### src/rtl/rat_flag_intr_if.sv
// Bus between the ALU/control unit and the RAT flag and interrupt unit.
// The flag unit is the slave; the control unit / ALU side is the master.
interface rat_flag_intr_if;
  logic       alu_c;
  logic       alu_z;
  logic       flg_c_ld;
  logic       flg_z_ld;
  logic       flg_c_set;
  logic       flg_c_clr;
  logic       flg_restore;
  logic       i_set;
  logic       i_clr;
  logic [2:0] br_cond;
  logic       intr;
  logic       int_ack;
  logic       c_flag;
  logic       z_flag;
  logic       i_flag;
  logic       br_taken;
  logic       int_req;

  modport master (
    output alu_c, alu_z, flg_c_ld, flg_z_ld, flg_c_set, flg_c_clr, flg_restore,
           i_set, i_clr, br_cond, intr, int_ack,
    input  c_flag, z_flag, i_flag, br_taken, int_req
  );

  modport slave (
    input  alu_c, alu_z, flg_c_ld, flg_z_ld, flg_c_set, flg_c_clr, flg_restore,
           i_set, i_clr, br_cond, intr, int_ack,
    output c_flag, z_flag, i_flag, br_taken, int_req
  );
endinterface

### src/rtl/rat_flag_intr_unit.sv
// RAT status unit: C/Z flags with interrupt shadows, interrupt enable, branch
// condition decode and a synchronised, edge-detected interrupt REQ/ACK handshake.
module rat_flag_intr_unit #(
  parameter int SYNC_STAGES = 2  // legal range 2..4
) (
  input  logic            clk,
  input  logic            rst_n,
  rat_flag_intr_if.slave  bus
);

  typedef enum logic [1:0] {
    IDLE    = 2'd0,
    PEND    = 2'd1,
    SERVICE = 2'd2
  } state_t;

  state_t                 state_reg;
  logic                   c_reg, z_reg, i_reg;
  logic                   shad_c_reg, shad_z_reg;
  logic                   int_req_reg;
  logic [SYNC_STAGES-1:0] sync_reg;
  logic [SYNC_STAGES-1:0] sync_next;
  logic                   sync_prev_reg;
  logic                   c_next, z_next, i_next;
  logic                   rise;
  logic                   br_raw;

  // Synchroniser chain: stage 0 samples the raw line, each later stage the one before.
  genvar gi;
  generate
    for (gi = 0; gi < SYNC_STAGES; gi++) begin : g_sync
      if (gi == 0) begin : g_first
        assign sync_next[gi] = bus.intr;
      end else begin : g_rest
        assign sync_next[gi] = sync_reg[gi-1];
      end
    end
  endgenerate

  assign rise = sync_reg[SYNC_STAGES-1] & ~sync_prev_reg;

  always_comb begin
    c_next = c_reg;
    if (bus.flg_restore)    c_next = shad_c_reg;
    else if (bus.flg_c_set) c_next = 1'b1;
    else if (bus.flg_c_clr) c_next = 1'b0;
    else if (bus.flg_c_ld)  c_next = bus.alu_c;

    z_next = z_reg;
    if (bus.flg_restore)   z_next = shad_z_reg;
    else if (bus.flg_z_ld) z_next = bus.alu_z;

    i_next = i_reg;
    if (bus.int_ack)    i_next = 1'b0;
    else if (bus.i_clr) i_next = 1'b0;
    else if (bus.i_set) i_next = 1'b1;
  end

  always_comb begin
    br_raw = 1'b0;
    case (bus.br_cond)
      3'b001:  br_raw = 1'b1;
      3'b010:  br_raw = z_reg;
      3'b011:  br_raw = ~z_reg;
      3'b100:  br_raw = c_reg;
      3'b101:  br_raw = ~c_reg;
      default: br_raw = 1'b0;
    endcase
  end

  always_ff @(posedge clk or negedge rst_n) begin
    if (!rst_n) begin
      state_reg     <= IDLE;
      c_reg         <= 1'b0;
      z_reg         <= 1'b0;
      i_reg         <= 1'b0;
      shad_c_reg    <= 1'b0;
      shad_z_reg    <= 1'b0;
      int_req_reg   <= 1'b0;
      sync_reg      <= '0;
      sync_prev_reg <= 1'b0;
    end else begin
      c_reg         <= c_next;
      z_reg         <= z_next;
      i_reg         <= i_next;
      sync_reg      <= sync_next;
      sync_prev_reg <= sync_reg[SYNC_STAGES-1];
      case (state_reg)
        IDLE: begin
          // A rise while interrupts are disabled is dropped, never queued.
          if (rise && i_reg) begin
            state_reg   <= PEND;
            int_req_reg <= 1'b1;
          end
        end
        PEND: begin
          if (bus.int_ack) begin
            state_reg   <= SERVICE;
            int_req_reg <= 1'b0;
            // Capture next-state values so a flag load in the ack cycle survives.
            shad_c_reg  <= c_next;
            shad_z_reg  <= z_next;
          end else if (bus.i_clr) begin
            state_reg   <= IDLE;
            int_req_reg <= 1'b0;
          end
        end
        SERVICE: begin
          if (bus.flg_restore) state_reg <= IDLE;
        end
        default: begin
          state_reg   <= IDLE;
          int_req_reg <= 1'b0;
        end
      endcase
    end
  end

  assign bus.c_flag   = c_reg;
  assign bus.z_flag   = z_reg;
  assign bus.i_flag   = i_reg;
  assign bus.int_req  = int_req_reg;
  // Held low while in reset even for the unconditional-branch encoding.
  assign bus.br_taken = br_raw & rst_n;

endmodule

### src/flat_wrapper.sv
// flat-port wrapper written by rule: the top's interface ports become plain ports
module rat_flag_intr_unit_flat 
#(
  parameter int SYNC_STAGES = 2                     
)
  (clk, rst_n, bus_alu_c, bus_alu_z, bus_flg_c_ld, bus_flg_z_ld, bus_flg_c_set, bus_flg_c_clr, bus_flg_restore, bus_i_set, bus_i_clr, bus_br_cond, bus_intr, bus_int_ack, bus_c_flag, bus_z_flag, bus_i_flag, bus_br_taken, bus_int_req);
  rat_flag_intr_if bus_i ();
  input  logic clk;
  input  logic rst_n;
  input wire logic [$bits(bus_i.alu_c)-1:0] bus_alu_c;
  input wire logic [$bits(bus_i.alu_z)-1:0] bus_alu_z;
  input wire logic [$bits(bus_i.flg_c_ld)-1:0] bus_flg_c_ld;
  input wire logic [$bits(bus_i.flg_z_ld)-1:0] bus_flg_z_ld;
  input wire logic [$bits(bus_i.flg_c_set)-1:0] bus_flg_c_set;
  input wire logic [$bits(bus_i.flg_c_clr)-1:0] bus_flg_c_clr;
  input wire logic [$bits(bus_i.flg_restore)-1:0] bus_flg_restore;
  input wire logic [$bits(bus_i.i_set)-1:0] bus_i_set;
  input wire logic [$bits(bus_i.i_clr)-1:0] bus_i_clr;
  input wire logic [$bits(bus_i.br_cond)-1:0] bus_br_cond;
  input wire logic [$bits(bus_i.intr)-1:0] bus_intr;
  input wire logic [$bits(bus_i.int_ack)-1:0] bus_int_ack;
  output wire logic [$bits(bus_i.c_flag)-1:0] bus_c_flag;
  output wire logic [$bits(bus_i.z_flag)-1:0] bus_z_flag;
  output wire logic [$bits(bus_i.i_flag)-1:0] bus_i_flag;
  output wire logic [$bits(bus_i.br_taken)-1:0] bus_br_taken;
  output wire logic [$bits(bus_i.int_req)-1:0] bus_int_req;
  assign bus_i.alu_c = bus_alu_c;
  assign bus_i.alu_z = bus_alu_z;
  assign bus_i.flg_c_ld = bus_flg_c_ld;
  assign bus_i.flg_z_ld = bus_flg_z_ld;
  assign bus_i.flg_c_set = bus_flg_c_set;
  assign bus_i.flg_c_clr = bus_flg_c_clr;
  assign bus_i.flg_restore = bus_flg_restore;
  assign bus_i.i_set = bus_i_set;
  assign bus_i.i_clr = bus_i_clr;
  assign bus_i.br_cond = bus_br_cond;
  assign bus_i.intr = bus_intr;
  assign bus_i.int_ack = bus_int_ack;
  assign bus_c_flag = bus_i.c_flag;
  assign bus_z_flag = bus_i.z_flag;
  assign bus_i_flag = bus_i.i_flag;
  assign bus_br_taken = bus_i.br_taken;
  assign bus_int_req = bus_i.int_req;
  rat_flag_intr_unit #(.SYNC_STAGES(SYNC_STAGES)) u_core (.clk(clk), .rst_n(rst_n), .bus(bus_i));
endmodule
### config.mk
export PLATFORM = sky130hd
export DESIGN_NAME = rat_flag_intr_unit_flat
export DESIGN_NICKNAME = d
export VERILOG_FILES = /design/src/rtl/rat_flag_intr_if.sv /design/src/rtl/rat_flag_intr_unit.sv /design/src/flat_wrapper.sv
export SDC_FILE = /design/constraint.sdc
export NUM_CORES = 1
export LEC_CHECK = 0
export BUFFER_PORTS_ARGS = -buffer_cell sky130_fd_sc_hd__buf_4
export CORE_AREA = 5 5 42 44
export DETAILED_ROUTE_END_ITERATION = 10
export DIE_AREA = 0 0 47 49
export PLACE_DENSITY_LB_ADDON = 0.05
export SLEW_MARGIN = 25
export SYNTH_ARGS = -nofsm -noshare
export SYNTH_HDL_FRONTEND = slang
export SYNTH_SLANG_ARGS = --single-unit
### constraint.sdc
create_clock -name clk -period 3.3 [get_ports clk]
set_input_delay 0.165 -clock clk [delete_from_list [all_inputs] [get_ports clk]]
set_output_delay 0.165 -clock clk [all_outputs]
set_load 0.005 [all_outputs]
==> flow_metrics.tcl <==
set metrics [dict create \
    outcome "complete, no violations" \
    cp_data_arrival_time_ns 1.30 \
    pwr-share-comb_pct 19.0 \
    synth.yosys.warnings 0 \
    fill_cells 140 \
    antenna_found_initial 0 \
    synthesis.nets 53 \
    cts_made_buffers 3 \
    finalClockSkew_ns 0.00231 \
    netSwitchingPower_uw 66.8 \
    remaining_antenna_violation_count_after_routing 0 \
    hpwl_um 807 \
    yosysSeqAreaShare_pct 58.2 \
    grt_pass1_vias 455 \
    topRoutingLayerUsed "met3" \
    power.total_uw 301 \
    slew-limit-headroom_pct 87.0 \
    floorplan.io_pins 21 \
    grt_max_degree 13 \
    ys_seq_elements 11 \
    ratio_of_final_minimum_period_to_clock_period_pct 44.3 \
    sw_ratio_pct 22.2 \
    final_nets 80 \
    routed_via_density 4.91 \
    cts-htree-levels 1 \
    hold_path_class "in -> reg" \
    cts.clk_slew.worst_paths_ns 0.06 \
    sequentialPowerShare_pct 52.4 \
    stdcell_area_um2 689 \
    critPathLaunchType "flop" \
    antenna_cells 0 \
    setup_viol_count_final 0 \
    area.growth.synth_to_final_pct 45.8 \
    min_hold_slack_ns 0.107 \
    fp_rows 14 \
    clock_root_buffer_master "sky130_fd_sc_hd__clkbuf_4" \
    worstPathMaxFanout 3 \
    multiInputGateArea_um2 194 \
    drt_first_pass_iters 3 \
    synthCells 37 \
    die_x_um 47 \
    cts.path.max_buffers 2 \
    drc 0 \
    cts-resized-gates 0 \
    dpl-instance-area_um2 643 \
    period_minus_slack_ns 1.46 \
    post_synth.cell_area_avg_um2 12.8 \
    final-seq-area_um2 275 \
    core_area_um2 1400 \
    yosys.cell_types.count 18 \
    max_freq_ghz 0.684 \
    maxCapViolCount 0 \
    wl_met3_um 117 \
    route.detailed.wl_per_inst_um 12.3 \
    clk_latency_ns 0.26 \
    tightestPinTransition_ns 0.195 \
    route.vias.total 388 \
    pwr_density_cell_nw_per_um2 436 \
    maxSlewViolCount 0 \
    initialDrtViolationCount 2 \
    totalNegativeSetupSlack_ns 0 \
    rsz_0062_raised_after_global_routing "no" \
    crit_type "reg -> out" \
    wirelength_met1_um 339 \
    wl_met2_um 519 \
    clock-sinks 11 \
    cellLeakagePower_uw 0.000327 \
    track_usage_pct 9.75 \
    global_route.overflow_total 0 \
    peakVddDrop_mv 0.207 \
    power.share.clock_pct 28.6 \
    postRouteWirelength_um 975 \
    dieArea_um2 2300 \
    port_buffers 20 \
    starting_density_pct 33.8 \
    synthesis.area_um2 473 \
    grt_first_pass_wirelength_mm 1.70 \
    worst_ep_required_time_ns 3.13 \
    fp.dieH_um 49 \
    final_hold_viol_count 0 \
    p_int_uw 234 \
    crit_path_end_kind "output port" \
    cts_tree "done" \
    final_layout_size_suffix_gt1_share_pct 46.0 \
    place.gp.congestion 0.710 \
]
## kinds of logic after synthesis
group                  share of synthesized area, %
AND/OR/NAND/NOR                                14.0
flip-flops                                     58.2
multiplexers                                   12.2
AO/OA/AOI/OAI                                  14.8
buffers and inverters                         0.793
## metal layers
metal | vias up | GRT usage [%]
met1 | 184 | 10.2
met2 | 17 | 17.2
li1 | 187 | -
met5 | - | 0
met3 | 0 | 2.58
met4 | 0 | 4.15
## what timing repair did
action,in CTS,in global routing
hold buffers,2,0
buffers inserted,0,0
hold endpoints to repair,12,0
## cell usage in the layout, fill, tap and decap left out
cell | synthesis | layout
sky130_fd_sc_hd__o31a_2 | 1 | 1
sky130_fd_sc_hd__or2b_1 | 1 | 1
sky130_fd_sc_hd__clkbuf_1 | 0 | 1
sky130_fd_sc_hd__clkbuf_4 | 0 | 3
sky130_fd_sc_hd__inv_1 | 1 | 1
sky130_fd_sc_hd__dfrtp_1 | 11 | 11
sky130_fd_sc_hd__and4bb_4 | 1 | 1
sky130_fd_sc_hd__nand3_1 | 2 | 2
sky130_fd_sc_hd__buf_4 | 0 | 20
sky130_fd_sc_hd__nor2_1 | 3 | 3
sky130_fd_sc_hd__nand2b_1 | 2 | 2
sky130_fd_sc_hd__mux2_2 | 2 | 2
sky130_fd_sc_hd__o221a_2 | 1 | 1
sky130_fd_sc_hd__o21ai_0 | 2 | 2
sky130_fd_sc_hd__o21a_1 | 1 | 1
sky130_fd_sc_hd__a21oi_1 | 3 | 3
sky130_fd_sc_hd__and3b_1 | 1 | 1
sky130_fd_sc_hd__o22a_1 | 1 | 1
sky130_fd_sc_hd__mux2_4 | 1 | 1
sky130_fd_sc_hd__o31ai_1 | 1 | 1
sky130_fd_sc_hd__dlygate4sd3_1 | 0 | 2
sky130_fd_sc_hd__mux2i_1 | 2 | 2
## power by group through the flow
stage | Sequential (uW) | Combinational [uW] | Clock (uW)
global placement | 159 | 54.7 | 0
floorplan | 159 | 24.1 | 0
global route | 160 | 63.6 | 96.7
CTS | 158 | 58.3 | 92.3
finish | 158 | 57.0 | 86.1
detailed placement | 160 | 56.1 | 0
## path summary, 6_finish.rpt
| path | startpoint | to | slack, ns | cells past startpoint |
|---|---|---|---|---|
| setup / recovery | u_core.bus.c_flag | bus_br_taken | 1.84 | 4 |
| hold / removal | bus_i_set | u_core.bus.i_flag | 0.11 | 2 |
| setup reg to reg | u_core.state_reg[1] | u_core.shad_z_reg | 2.16 | 2 |
| hold reg to reg | u_core.sync_reg[0] | u_core.sync_reg[1] | 0.35 | 0 |
| max in group asynchronous | rst_n | u_core.shad_z_reg | 2.88 | 2 |
| min in group asynchronous | rst_n | u_core.state_reg[1] | 0.28 | 2 |
## critical path, cell delays in order, from the launching register on
cell and delay, ns:
sky130_fd_sc_hd__dfrtp_1 0.39, sky130_fd_sc_hd__a21oi_1 0.20, sky130_fd_sc_hd__a21oi_1 0.06, sky130_fd_sc_hd__o221a_2 0.26
sky130_fd_sc_hd__buf_4 0.13
## layout make-up
class                      count  area share, %
clock buffer                   4           3.81
timing repair buffer          22           24.7
inverter                       1          0.544
tap                           16           2.90
multi-input combinational     25           28.1
sequential                    11           39.9
## synthesized netlist by cell type
cell type                   n  share of area, %
sky130_fd_sc_hd__a21oi_1    3               3.2
sky130_fd_sc_hd__and3b_1    1               1.9
sky130_fd_sc_hd__and4bb_4   1               3.4
sky130_fd_sc_hd__dfrtp_1   11                58
sky130_fd_sc_hd__inv_1      1              0.79
sky130_fd_sc_hd__mux2_2     2               4.8
sky130_fd_sc_hd__mux2_4     1               3.2
sky130_fd_sc_hd__mux2i_1    2               4.2
sky130_fd_sc_hd__nand2b_1   2               2.6
sky130_fd_sc_hd__nand3_1    2               2.1
sky130_fd_sc_hd__nor2_1     3               2.4
sky130_fd_sc_hd__o21a_1     1               1.6
sky130_fd_sc_hd__o21ai_0    2               2.1
sky130_fd_sc_hd__o221a_2    1               2.4
sky130_fd_sc_hd__o22a_1     1               1.9
sky130_fd_sc_hd__o31a_2     1               2.1
sky130_fd_sc_hd__o31ai_1    1               1.6
sky130_fd_sc_hd__or2b_1     1               1.6
## metrics by stage
stage / cells / worst slack, ns / utilization [%]
floorplan: 37 / 2.22 / -
global placement: 73 / 2.14 / 45.9
detailed placement: 73 / 2.11 / 45.9
CTS: 79 / 1.81 / 49.2
global route: 79 / 1.71 / 49.2
finish: 79 / 1.84 / 49.2
No activity file was read; power rests on OpenSTA's default activity.
